[config.mk]
export PLATFORM = sky130hd
export DESIGN_NAME = tri_port_cam_regfile
export DESIGN_NICKNAME = d
export VERILOG_FILES = /design/src/rtl/tri_port_cam_regfile.sv
export SDC_FILE = /design/constraint.sdc
export NUM_CORES = 1
export LEC_CHECK = 0
export CAP_MARGIN = 20
export CORE_AREA = 2 2 107 78
export CTS_CLUSTER_SIZE = 25
export DETAILED_ROUTE_END_ITERATION = 8
export DIE_AREA = 0 0 109 80
export GPL_TIMING_DRIVEN = 0
export PLACE_DENSITY_LB_ADDON = 0.05
export SLEW_MARGIN = 40
export SYNTH_ARGS = -nofsm -noshare
export SYNTH_HDL_FRONTEND = slang
export SYNTH_SLANG_ARGS = --single-unit
[constraint.sdc]
create_clock -name clk_in -period 1.22 [get_ports clk_in]
set_input_delay 0.366 -clock clk_in [delete_from_list [all_inputs] [get_ports clk_in]]
set_output_delay 0.366 -clock clk_in [all_outputs]
set_load 0.02 [all_outputs]
[src/rtl/tri_port_cam_regfile.sv]
// tri_port_cam_regfile: register file with one write, one read and one CAM search port.
// Ports:
//   clk_in, reset_in (async, active-low)
//   write_en_in / write_entry_addr_decoded_in / write_entry_in : multi-hot broadcast write
//   read_en_in / read_entry_addr_decoded_in -> read_entry_out   : registered OR of selected entries
//   cam_en_in / cam_entry_in -> cam_result_decoded_out          : registered per-entry match vector
module tri_port_cam_regfile #(
    parameter int SINGLE_ENTRY_WIDTH_IN_BITS = 8,
    parameter int NUM_ENTRY = 4
) (
    input  logic                                  clk_in,
    input  logic                                  reset_in,
    input  logic                                  read_en_in,
    input  logic                                  write_en_in,
    input  logic                                  cam_en_in,
    input  logic [NUM_ENTRY-1:0]                  read_entry_addr_decoded_in,
    input  logic [NUM_ENTRY-1:0]                  write_entry_addr_decoded_in,
    input  logic [SINGLE_ENTRY_WIDTH_IN_BITS-1:0] cam_entry_in,
    input  logic [SINGLE_ENTRY_WIDTH_IN_BITS-1:0] write_entry_in,
    output logic [SINGLE_ENTRY_WIDTH_IN_BITS-1:0] read_entry_out,
    output logic [NUM_ENTRY-1:0]                  cam_result_decoded_out
);
    localparam int W = SINGLE_ENTRY_WIDTH_IN_BITS;

    logic [W-1:0]         entry_q [NUM_ENTRY];
    logic [W-1:0]         entry_d [NUM_ENTRY];
    logic [W-1:0]         read_q, read_d;
    logic [NUM_ENTRY-1:0] cam_q, cam_d;

    // Read and CAM both look at entry_q, so they observe pre-write contents.
    always_comb begin
        read_d = read_en_in ? '0 : read_q;
        cam_d  = '0;
        for (int i = 0; i < NUM_ENTRY; i++) begin
            entry_d[i] = (write_en_in && write_entry_addr_decoded_in[i]) ? write_entry_in : entry_q[i];
            read_d     = (read_en_in && read_entry_addr_decoded_in[i]) ? (read_d | entry_q[i]) : read_d;
            cam_d[i]   = cam_en_in && (entry_q[i] == cam_entry_in);
        end
    end

    always_ff @(posedge clk_in or negedge reset_in) begin
        if (!reset_in) begin
            for (int i = 0; i < NUM_ENTRY; i++) entry_q[i] <= '0;
            read_q <= '0;
            cam_q  <= '0;
        end else begin
            for (int i = 0; i < NUM_ENTRY; i++) entry_q[i] <= entry_d[i];
            read_q <= read_d;
            cam_q  <= cam_d;
        end
    end

    assign read_entry_out         = read_q;
    assign cam_result_decoded_out = cam_q;
endmodule

==> results of run 1 <==
-- sequential cells by signal (all words and copies together), names as in the netlist --
name                    cells
entry_q                    32
read_entry_out              8
cam_result_decoded_out      4
-- layer usage --
metal	GRT usage [%]	wire length [um]	part of all wire, %	vias up
met2	23.60	2956	50	38
li1	-	-	-	685
met5	0	0	0	-
met4	6.410	97	1.6	0
met3	3.184	321	5.4	6
met1	19.24	2588	43	759
-- worst reg2reg max path, delay by kind of cell (launching register included) --
family / cells / cell delay (ps)
AND/OR/NAND/NOR: 2 / 340
XOR/XNOR: 1 / 260
flip-flops: 1 / 420
-- power groups by stage --
| stage | Sequential, mW | Combinational (mW) | Clock (mW) |
|---|---|---|---|
| after floorplan | 1.88 | 0.497 | 0 |
| after global placement | 1.87 | 0.857 | 0 |
| after detailed placement | 1.88 | 0.869 | 0 |
| after CTS | 1.85 | 0.860 | 0.982 |
| after global routing | 1.88 | 1.00 | 1.05 |
| final | 1.86 | 0.925 | 0.951 |
-- repair_timing --
action	in CTS	in global routing
setup buffers	1	5
gates cloned	0	0
gates resized for setup	58	13
pin swaps	2	0
endpoints found under the setup margin	44	9
-- cell type report --
class	count	share of cell area, %
flip-flops and latches	44	41.61
multi-input cells	116	36.50
repair buffers	33	11.63
well taps	101	4.775
clock buffers	8	3.404
plain buffers	14	2.080
-- kinds of logic after synthesis --
kind of cell / count (synthesis) / share of synthesized area [%]
xor gates and xnor gates: 32 / 13.33
buffers and inverters: 14 / 2.618
DFF: 44 / 52.38
muxes: 32 / 17.14
AOI/OAI and AO/OA: 24 / 8.096
and+or+nand+nor: 28 / 6.428
-- Yosys cell counts --
cell type  count  share of area (%)
nand2_2        4                1.2
clkbuf_2       1               0.24
xnor2_1       32                 13
nor2_1         8                1.4
clkbuf_1      12                2.1
dfrtp_1       44                 52
buf_2          1               0.24
nor3_1         4               0.95
a22oi_1       16                5.7
nand4_1        4                1.2
mux2_2        32                 17
a31oi_1        8                2.4
nand2_1        4               0.71
nand3_1        4               0.95
-- worst min-delay path by stage --
stage               depth (start not counted)  slack, ps              start                         to
floorplan                                   0         70           reset_in  cam_result_decoded_out[0]
global route                                1        100           reset_in          read_entry_out[4]
finish                                      1         60           reset_in                entry_q[20]
detailed placement                          1        400           reset_in                 entry_q[1]
global placement                            2        530  read_entry_out[7]          read_entry_out[7]
CTS                                         1         80           reset_in                 entry_q[1]
-- per-stage QoR --
stage	utilization [%]	worst slack (ps)	hold WS, ps	std cells	power (mW)
finish	34.51	19.65	64.78	316	3.732
floorplan	-	184.9	70.41	174	2.382
detailed placement	32.55	-491.1	404.5	302	2.747
global placement	32.58	-1353	531.0	302	2.724
global route	34.51	-24.37	102.7	316	3.936
CTS	33.48	-5.087	81.19	311	3.691
==> run summary, run 1 <==
- 1 — critical path depth
- 0 — number of buffers inserted by hold repair at cts
- 4 — first drt pass iteration count
- 27.41% — initial core utilization
- 52.38% — sequential cell area fraction in the yosys report
- cam_result_decoded_out[1] — end of the worst register-to-register path
- 0 — maxcap violations
- 109 um — floorplan die width
- 2496 um2 — instance area after placement
- 29.38% — Switching Share
- 44 — clk sinks
- 203 — net count of the mapped netlist
- 0.6716 — Routability Congestion
- 1.051 nW — LEAKAGE
- 965.9 um2 — total area of multi-input combinational cells
- 45 — maximum number of pins on one net before global-route repair
- flip-flops — kind of cell adding the most delay to the critical path
- 1.096 mW — Net Sw Power
- in -> async — Tightest Hold Check Type
- 5.965 mm — overall routed net length
- 833.1 MHz — Max Fclk
- 5 — total clock buffers created by CTS
- entry_q[21] — critical register-to-register path startpoint
- 3 — worst-case reg-to-reg path depth
- 1101 um2 — Reg area
- 80 ps — clock slew seen by the registers of the worst setup and hold paths
- 1200 ps — minimum clock period
- 2646 um2 — final instance area
- 775 — final-layout fill cell count
- dfrtp_1 (44), xnor2_1 (32), mux2_2 (32) — most used cells in the layout excluding fill and tap cells
- reg -> out — WS Path Type
- 25.5% — clock group share of total power
- 850 ps — required time of the worst setup path
- 14.79% — global routing usage summed across all routing layers
- 27 — Rows
- 12.08 um2 — average instance area after synthesis
- 830 ps — worst endpoint data arrival time
- 1,652 — number of global-route vias before repair
- 4.239 mm — detailed-placement wirelength estimate
- output pin — type of element capturing the critical path
- 6.670 ps — Clock Skew
- 24.8% — relative contribution of combinational cells to total power
- dfrtp_1 — crit path max-delay cell type
- 0 — DRC violation count after routing
- read_entry_out[2] — CP Launch Point
- 243 — post-layout net count
- 2.635 mW — total internal power
- register — startpoint class of the critical path
- 25.89% — signed area change from the synthesized netlist to the final layout
- clkbuf_8 — Root Buffer
- 45 — number of DRC violations after detailed-routing iteration 0
- 9.239 mm — global-route wire length before repair
- 174 — count of mapped cells out of synthesis
- 110 ps — Worst R2R Setup Slack
- yes — RSZ-0062 raised after global routing
- dfrtp_1 — most frequent standard cell in the layout excluding fill and tap cells
- 1,488 — via count
- finished, final reports clean — result of the run
- 49.7% — power share of the sequential group
- 0 — number of hold-slack violations in the final timing report
- 2 — largest buffer count on any clock path
- 14 — Distinct cells, synth
- 60.78% — Max-Slew Margin vs Limit
- 588.4 ps — slew of the pin with the lowest slew margin
- 8720 um2 — Total Die Area
- 98.39% — share of the clock period used by the worst path after layout
- 0 — overall overflow remaining after global route
- 0 — Ys Warns
- 44 — Synth Register Bits
- 2 — worst-path fanout max
- 290 ps — clock latency at the later pin of the worst-skew pair
- 0 — final setup violation count
- 80 um — vertical die dimension
- read_entry_out[2] — CP Capture Point
- 0 — post-detailed-route count of antenna-violating nets
- 400 ps — maximum cell stage delay along the critical path
- 0 — number of antenna violations at the first check in global routing
- 41 — I/O Pins
- 0 — number of max-slew violations in the final report
- 1410 nW/um2 — total power divided by cell area
- 27 — quantity of I/O buffers inserted on ports
- yes — clock tree from TritonCTS
- 361.9 uV — VDD IR max
- 29.30% — share of cells above drive strength 1
- 2 — number of levels the H-tree was split into
- buf_6 — worst path cell trace
- 1 — Buf/Inv on CP
- 2102 um2 — synthesized area
- 18.88 um — Avg WL per Cell
- 0 — diodes inserted
- 7669 um2 — Std-Cell Core Area
- 0 ps — sum of negative setup slack
- 4.709 — post-DR vias/cell
(Power assumes the default switching activity.)
==> run 2: changes to the inputs <==
CORE_AREA = 2 2 90 92   (was 2 2 107 78)
DIE_AREA = 0 0 92 94   (was 0 0 109 80)
==> run 2 against run 1 <==
  * The flow now finishes with violations (setup timing)
  * Wire length down 5.3%
  * Cell area up 0.57%
  * Clock-buffer cell count down 2
  * Fmax down 1.8%
  * Sequential power about the same
  * Flip-flop and latch count unchanged
  * Critical path depth unchanged
  * Hold slack worse by 15 ps
  * Clock power up 1%
  * Register-to-register slack better by 20 ps
  * Combinational power down 1%
  * Largest power group unchanged
  * Non-clock buffer count unchanged
==> run summary, run 2 (synthesis gave the netlist of run 1 again) <==
- 430.2 uV — VDD IR max, was 361.9 uV
- dfrtp_1 — crit path max-delay cell type, unchanged
- 1.057 nW — LEAKAGE, was 1.051 nW
- 27 — quantity of I/O buffers inserted on ports, unchanged
- 92 um — floorplan die width, was 109 um
- 410 ps — maximum cell stage delay along the critical path, was 400 ps
- 860 ps — worst endpoint data arrival time, was 830 ps
- 80 ps — clock slew seen by the registers of the worst setup and hold paths, about the same
- read_entry_out[4] — CP Capture Point, was read_entry_out[2]
- clkbuf_8 — Root Buffer, unchanged
- flip-flops — kind of cell adding the most delay to the critical path, unchanged
- 62.26% — Max-Slew Margin vs Limit, was 60.78%
- 0 — number of max-slew violations in the final report, unchanged
- 243 — post-layout net count, unchanged
- 45 — maximum number of pins on one net before global-route repair, unchanged
- 0 — DRC violation count after routing, unchanged
- 2 — number of levels the H-tree was split into, unchanged
- buf_6 — worst path cell trace, unchanged
- output pin — type of element capturing the critical path, unchanged
- 1222 ps — minimum clock period, was 1200 ps
- 1 — critical path depth, unchanged
- 0 — post-detailed-route count of antenna-violating nets, unchanged
- 4.681 — post-DR vias/cell, was 4.709
- 3.731 mW — overall power, was 3.732 mW
- 303 — total instance count after detailed placement, was 302
- 0 — number of hold-slack violations in the final timing report, unchanged
- 130 ps — Worst R2R Setup Slack, was 110 ps
- 32 — flip-flop count of the largest register, all copies and words added, unchanged
- 30.70% — share of cells above drive strength 1, was 29.30%
- cam_result_decoded_out[2] — end of the worst register-to-register path, was cam_result_decoded_out[1]
- entry_q — top register by number of flip-flops, unchanged
- 850 ps — required time of the worst setup path, about the same
- setup timing — violations in the final reports
- 17.82 um — Avg WL per Cell, was 18.88 um
- finished, violations left — result of the run, was finished, final reports clean
- 8.177 ps — Clock Skew, was 6.670 ps
- read_entry_out[4] — CP Launch Point, was read_entry_out[2]
- 8648 um2 — Total Die Area, was 8720 um2
- 7607 um2 — Std-Cell Core Area, was 7669 um2
- -1.950 ps — sum of negative setup slack, was 0 ps
- 5.649 mm — overall routed net length, was 5.965 mm
- 0 — diodes inserted, unchanged
- 1 — final setup violation count, was 0
- 2 — worst-path fanout max, unchanged
- 41 — I/O Pins, unchanged
- 1402 nW/um2 — total power divided by cell area, was 1410 nW/um2
- 49 — number of DRC violations after detailed-routing iteration 0, was 45
- 0 — number of buffers inserted by hold repair at cts, unchanged
- 3 — worst-case reg-to-reg path depth, unchanged
- 5 — total clock buffers created by CTS, unchanged
- yes — clock tree from TritonCTS, unchanged
- 100.2% — share of the clock period used by the worst path after layout, was 98.39%
- 0.7419 — Routability Congestion, was 0.6716
- 13.73% — global routing usage summed across all routing layers, was 14.79%
- 1 — Buf/Inv on CP, unchanged
- entry_q[11] — critical register-to-register path startpoint, was entry_q[21]
- 0 — number of antenna violations at the first check in global routing, unchanged
- 1,599 — number of global-route vias before repair, was 1,652
- 2 — largest buffer count on any clock path, unchanged
- 44 — clk sinks, unchanged
- -1.950 ps — final setup margin, was 19.65 ps
- 32 — Rows, was 27
- 1,484 — via count, was 1,488
- 3.987 mm — detailed-placement wirelength estimate, was 4.239 mm
- 8.721 mm — global-route wire length before repair, was 9.239 mm
- 4 — first drt pass iteration count, unchanged
- yes — RSZ-0062 raised after global routing, unchanged
- 94 um — vertical die dimension, was 80 um
- reg -> out — WS Path Type, unchanged
- 0 — maxcap violations, unchanged
- 317 — number of cells in the finished layout apart from fillers, was 316
- 27.63% — initial core utilization, was 27.41%
- register — startpoint class of the critical path, unchanged
- 300 ps — clock latency at the later pin of the worst-skew pair, was 290 ps
- dfrtp_1 (44), xnor2_1 (32), mux2_2 (32) — most used cells in the layout excluding fill and tap cells, unchanged
- 818.4 MHz — Max Fclk, was 833.1 MHz
- 0 — overall overflow remaining after global route, unchanged
- 26.61% — signed area change from the synthesized netlist to the final layout, was 25.89%
- dfrtp_1 — most frequent standard cell in the layout excluding fill and tap cells, unchanged
- in -> async — Tightest Hold Check Type, unchanged
- 566.0 ps — slew of the pin with the lowest slew margin, was 588.4 ps
==> run 2: cell count changes in the layout (fill, tap and decap cells not counted), sizes merged <==
| cell | before | now |
|---|---|---|
| clkbuf | 21 | 19 |
| clkinv | 0 | 2 |
==> run 2: final cells by class <==
| class | instances | area [um2] |
|---|---|---|
| fillers | 773 | 4946 |
| flip-flops and latches | 44 | 1101 |
| multi-input cells | 116 | 970.9 |
| repair buffers | 33 | 314.1 |
| well taps | 102 | 127.6 |
| clock buffers | 6 | 82.58 |
| plain buffers | 14 | 55.05 |
| clock inverters | 2 | 10.01 |
==> run 2: layer usage <==
metal,up-vias,track usage [%],share of wire (%)
li1,689,-,-
met1,734,16.62,43
met2,47,23.10,50
met3,14,3.451,4.0
met4,0,6.219,2.1
met5,-,0,0
==> run 2: how the worst min path moves through the flow <==
stage,to,depth (start not counted),from
global placement,read_entry_out[5],2,read_entry_out[5]
detailed placement,entry_q[5],1,reset_in
CTS,entry_q[13],1,reset_in
floorplan,cam_result_decoded_out[0],0,reset_in
finish,entry_q[13],1,reset_in
global route,entry_q[13],1,reset_in
==> run 2: through the flow <==
stage | instance area [um2] | util [%] | setup WS (ps) | hold slack [ps]
after floorplan | 2102 | - | 184.9 | 70.41
after global placement | 2500 | 32.86 | -1351 | 535.4
after detailed placement | 2497 | 32.83 | -476.1 | 407.4
after CTS | 2599 | 34.16 | -19.93 | 78.87
after global routing | 2661 | 34.98 | -30.94 | 84.28
final | 2661 | 34.98 | -1.950 | 49.88
==> run 2: report_power, final <==
group	switching, mW	internal, mW
combinational	0.401	0.511
sequential	0.196	1.66
clock	0.508	0.452
==> run 2: repair_timing <==
item | 4_1_cts | 5_1_grt
buffers inserted | 4 | 2
endpoints found under the setup margin | 44 | 11
gates resized for setup | 60 | 14
endpoints found under the hold margin | 0 | 0
pin swaps | 2 | 0
==> run 3: changes to the inputs <==
CORE_AREA = 2 2 86 96   (was 2 2 90 92)
DIE_AREA = 0 0 88 98   (was 0 0 92 94)
REMOVE_ABC_BUFFERS = 1   (was default)
==> run 3 against run 2 <==
  * The run now ends clean
  * Final cell count rose by 1.9%
  * Power rose by 0.93%
  * Clock skew fell by 1.1 ps
  * Clock-buffer cell count rose by 1
  * Critical path type unchanged
  * Clock power rose by 2%
  * Setup slack improved by 18 ps
==> run summary, run 3 (synthesis gave the netlist of run 1 again) <==
- 1356 nW/um2 — total power divided by cell area, was 1402 nW/um2
- 0 ps — sum of negative setup slack, was -1.950 ps
- 98 um — vertical die dimension, was 94 um
- 4 — first drt pass iteration count, unchanged
- 44 — clk sinks, unchanged
- 323 — number of cells in the finished layout apart from fillers, was 317
- finished, final reports clean — result of the run, was finished, violations left
- yes — clock tree from TritonCTS, unchanged
- 840 ps — worst endpoint data arrival time, was 860 ps
- 14.32% — global routing usage summed across all routing layers, was 13.73%
- entry_q[11] — critical register-to-register path startpoint, unchanged
- dfrtp_1 — most frequent standard cell in the layout excluding fill and tap cells, unchanged
- 3.765 mW — overall power, was 3.731 mW
- 1204 ps — minimum clock period, was 1222 ps
- 8.928 mm — global-route wire length before repair, was 8.721 mm
- in -> async — Tightest Hold Check Type, unchanged
- 27.30% — initial core utilization, was 27.63%
- 1,499 — via count, was 1,484
- 32 — flip-flop count of the largest register, all copies and words added, unchanged
- 0 — DRC violation count after routing, unchanged
- 90 ps — clock slew seen by the registers of the worst setup and hold paths, was 80 ps
- 47 — number of DRC violations after detailed-routing iteration 0, was 49
- 309 — total instance count after detailed placement, was 303
- 98.70% — share of the clock period used by the worst path after layout, was 100.2%
- 2 — worst-path fanout max, unchanged
- buf_6 — worst path cell trace, unchanged
- 100 ps — Worst R2R Setup Slack, was 130 ps
- 2 — number of levels the H-tree was split into, unchanged
- 34 — Rows, was 32
- 0.7329 — Routability Congestion, was 0.7419
- 1.126 nW — LEAKAGE, was 1.057 nW
- 17.85 um — Avg WL per Cell, was 17.82 um
- 2 — largest buffer count on any clock path, unchanged
- 0 — number of antenna violations at the first check in global routing, unchanged
- 29.77% — share of cells above drive strength 1, was 30.70%
- 7700 um2 — Std-Cell Core Area, was 7607 um2
- output pin — type of element capturing the critical path, unchanged
- 449.3 uV — VDD IR max, was 430.2 uV
- 1 — Buf/Inv on CP, unchanged
- 0 — maxcap violations, unchanged
- 3 — worst-case reg-to-reg path depth, unchanged
- yes — RSZ-0062 raised after global routing, unchanged
- register — startpoint class of the critical path, unchanged
- entry_q — top register by number of flip-flops, unchanged
- clkbuf_8 — Root Buffer, unchanged
- 300 ps — clock latency at the later pin of the worst-skew pair, about the same
- 243 — post-layout net count, unchanged
- 473.1 ps — WHS, was 49.88 ps
- 15.83 ps — final setup margin, was -1.950 ps
- reg -> out — WS Path Type, unchanged
- 0 — number of max-slew violations in the final report, unchanged
- 5.766 mm — overall routed net length, was 5.649 mm
- 32.14% — signed area change from the synthesized netlist to the final layout, was 26.61%
- 850 ps — required time of the worst setup path, about the same
- 88 um — floorplan die width, was 92 um
- 0 — number of hold-slack violations in the final timing report, unchanged
- 830.4 MHz — Max Fclk, was 818.4 MHz
- 1,587 — number of global-route vias before repair, was 1,599
- 41 — I/O Pins, unchanged
- 4.641 — post-DR vias/cell, was 4.681
- dfrtp_1 (44), mux2_2 (32), xnor2_1 (30) — most used cells in the layout excluding fill and tap cells, was dfrtp_1 (44), xnor2_1 (32), mux2_2 (32)
- 40 — quantity of I/O buffers inserted on ports, was 27
- 5 — total clock buffers created by CTS, unchanged
- 7.099 ps — Clock Skew, was 8.177 ps
- -471.5 ps — worst slack after detailed placement, was -476.1 ps
- 30 — maximum number of pins on one net before global-route repair, was 45
- flip-flops — kind of cell adding the most delay to the critical path, unchanged
- dfrtp_1 — crit path max-delay cell type, unchanged
- 4.229 mm — detailed-placement wirelength estimate, was 3.987 mm
- 0 — diodes inserted, unchanged
- 8624 um2 — Total Die Area, was 8648 um2
- cam_result_decoded_out[2] — end of the worst register-to-register path, unchanged
- 0 — final setup violation count, was 1
- 0 — overall overflow remaining after global route, unchanged
- 400 ps — maximum cell stage delay along the critical path, was 410 ps
- 679.8 ps — slew of the pin with the lowest slew margin, was 566.0 ps
- 54.68% — Max-Slew Margin vs Limit, was 62.26%
- 0 — post-detailed-route count of antenna-violating nets, unchanged
==> run 3: changes by cell type in the layout (fill, tap and decap cells not counted), sizes merged <==
cell          change
buf               -1
clkbuf           -12
clkinv            -2
clkinvlp          +1
dlygate4sd2      +12
dlygate4sd3       +1
dlymetal6s2s      +1
==> run 3: area by class of cell <==
type / count / area [um2]
fillers: 775 / 4922
flip-flops and latches: 44 / 1101
multi-input cells: 116 / 980.9
repair buffers: 47 / 466.7
well taps: 108 / 135.1
clock buffers: 7 / 86.33
clock inverters: 1 / 7.507
==> run 3: worst max-delay path by stage <==
stage                                         from                 to  slack (ps)  cells past startpoint
detailed placement                     write_en_in         entry_q[8]        -470                      3
global placement                          reset_in         entry_q[6]       -1440                      1
floorplan           write_entry_addr_decoded_in[3]         entry_q[0]         270                      2
finish                           read_entry_out[2]  read_entry_out[2]          20                      1
CTS                              read_entry_out[2]  read_entry_out[2]         -10                      1
global route                     read_entry_out[2]  read_entry_out[2]         -20                      1
==> run 3: stage by stage <==
step / utilization (%) / cell area, um2
after floorplan: - / 2047
after global placement: 33.54 / 2582
after detailed placement: 33.77 / 2600
after CTS: 35.15 / 2706
after global routing: 36.07 / 2778
final: 36.07 / 2778
==> run 3: worst reg2reg max path, delay by kind of cell (launching register included) <==
kind          cells  cell delay [ps]
flops             1              430
xor+xnor          1              210
simple gates      2              400
==> run 3: what timing repair did <==
| item | in CTS | in global routing |
|---|---|---|
| gates resized for setup | 74 | 18 |
| buffers inserted | 3 | 2 |
| hold buffers | 1 | 0 |
| setup endpoints to repair | 55 | 15 |
| hold endpoints to repair | 15 | 0 |
| pin swaps | 1 | 0 |
==> run 3: where the power goes <==
| part | internal (mW) | leakage (nW) | switching, mW |
|---|---|---|---|
| clock | 0.461 | 0.0445 | 0.518 |
| sequential | 1.66 | 0.516 | 0.182 |
| combinational | 0.533 | 0.565 | 0.409 |
==> run 3: layer usage <==
metal  up-vias  routed length [um]  track usage, %
met5         -                   0               0
li1        689                   -               -
met2        33                2906           23.60
met4         0                 189           6.154
met1       763                2515           18.16
met3        14                 155           2.620
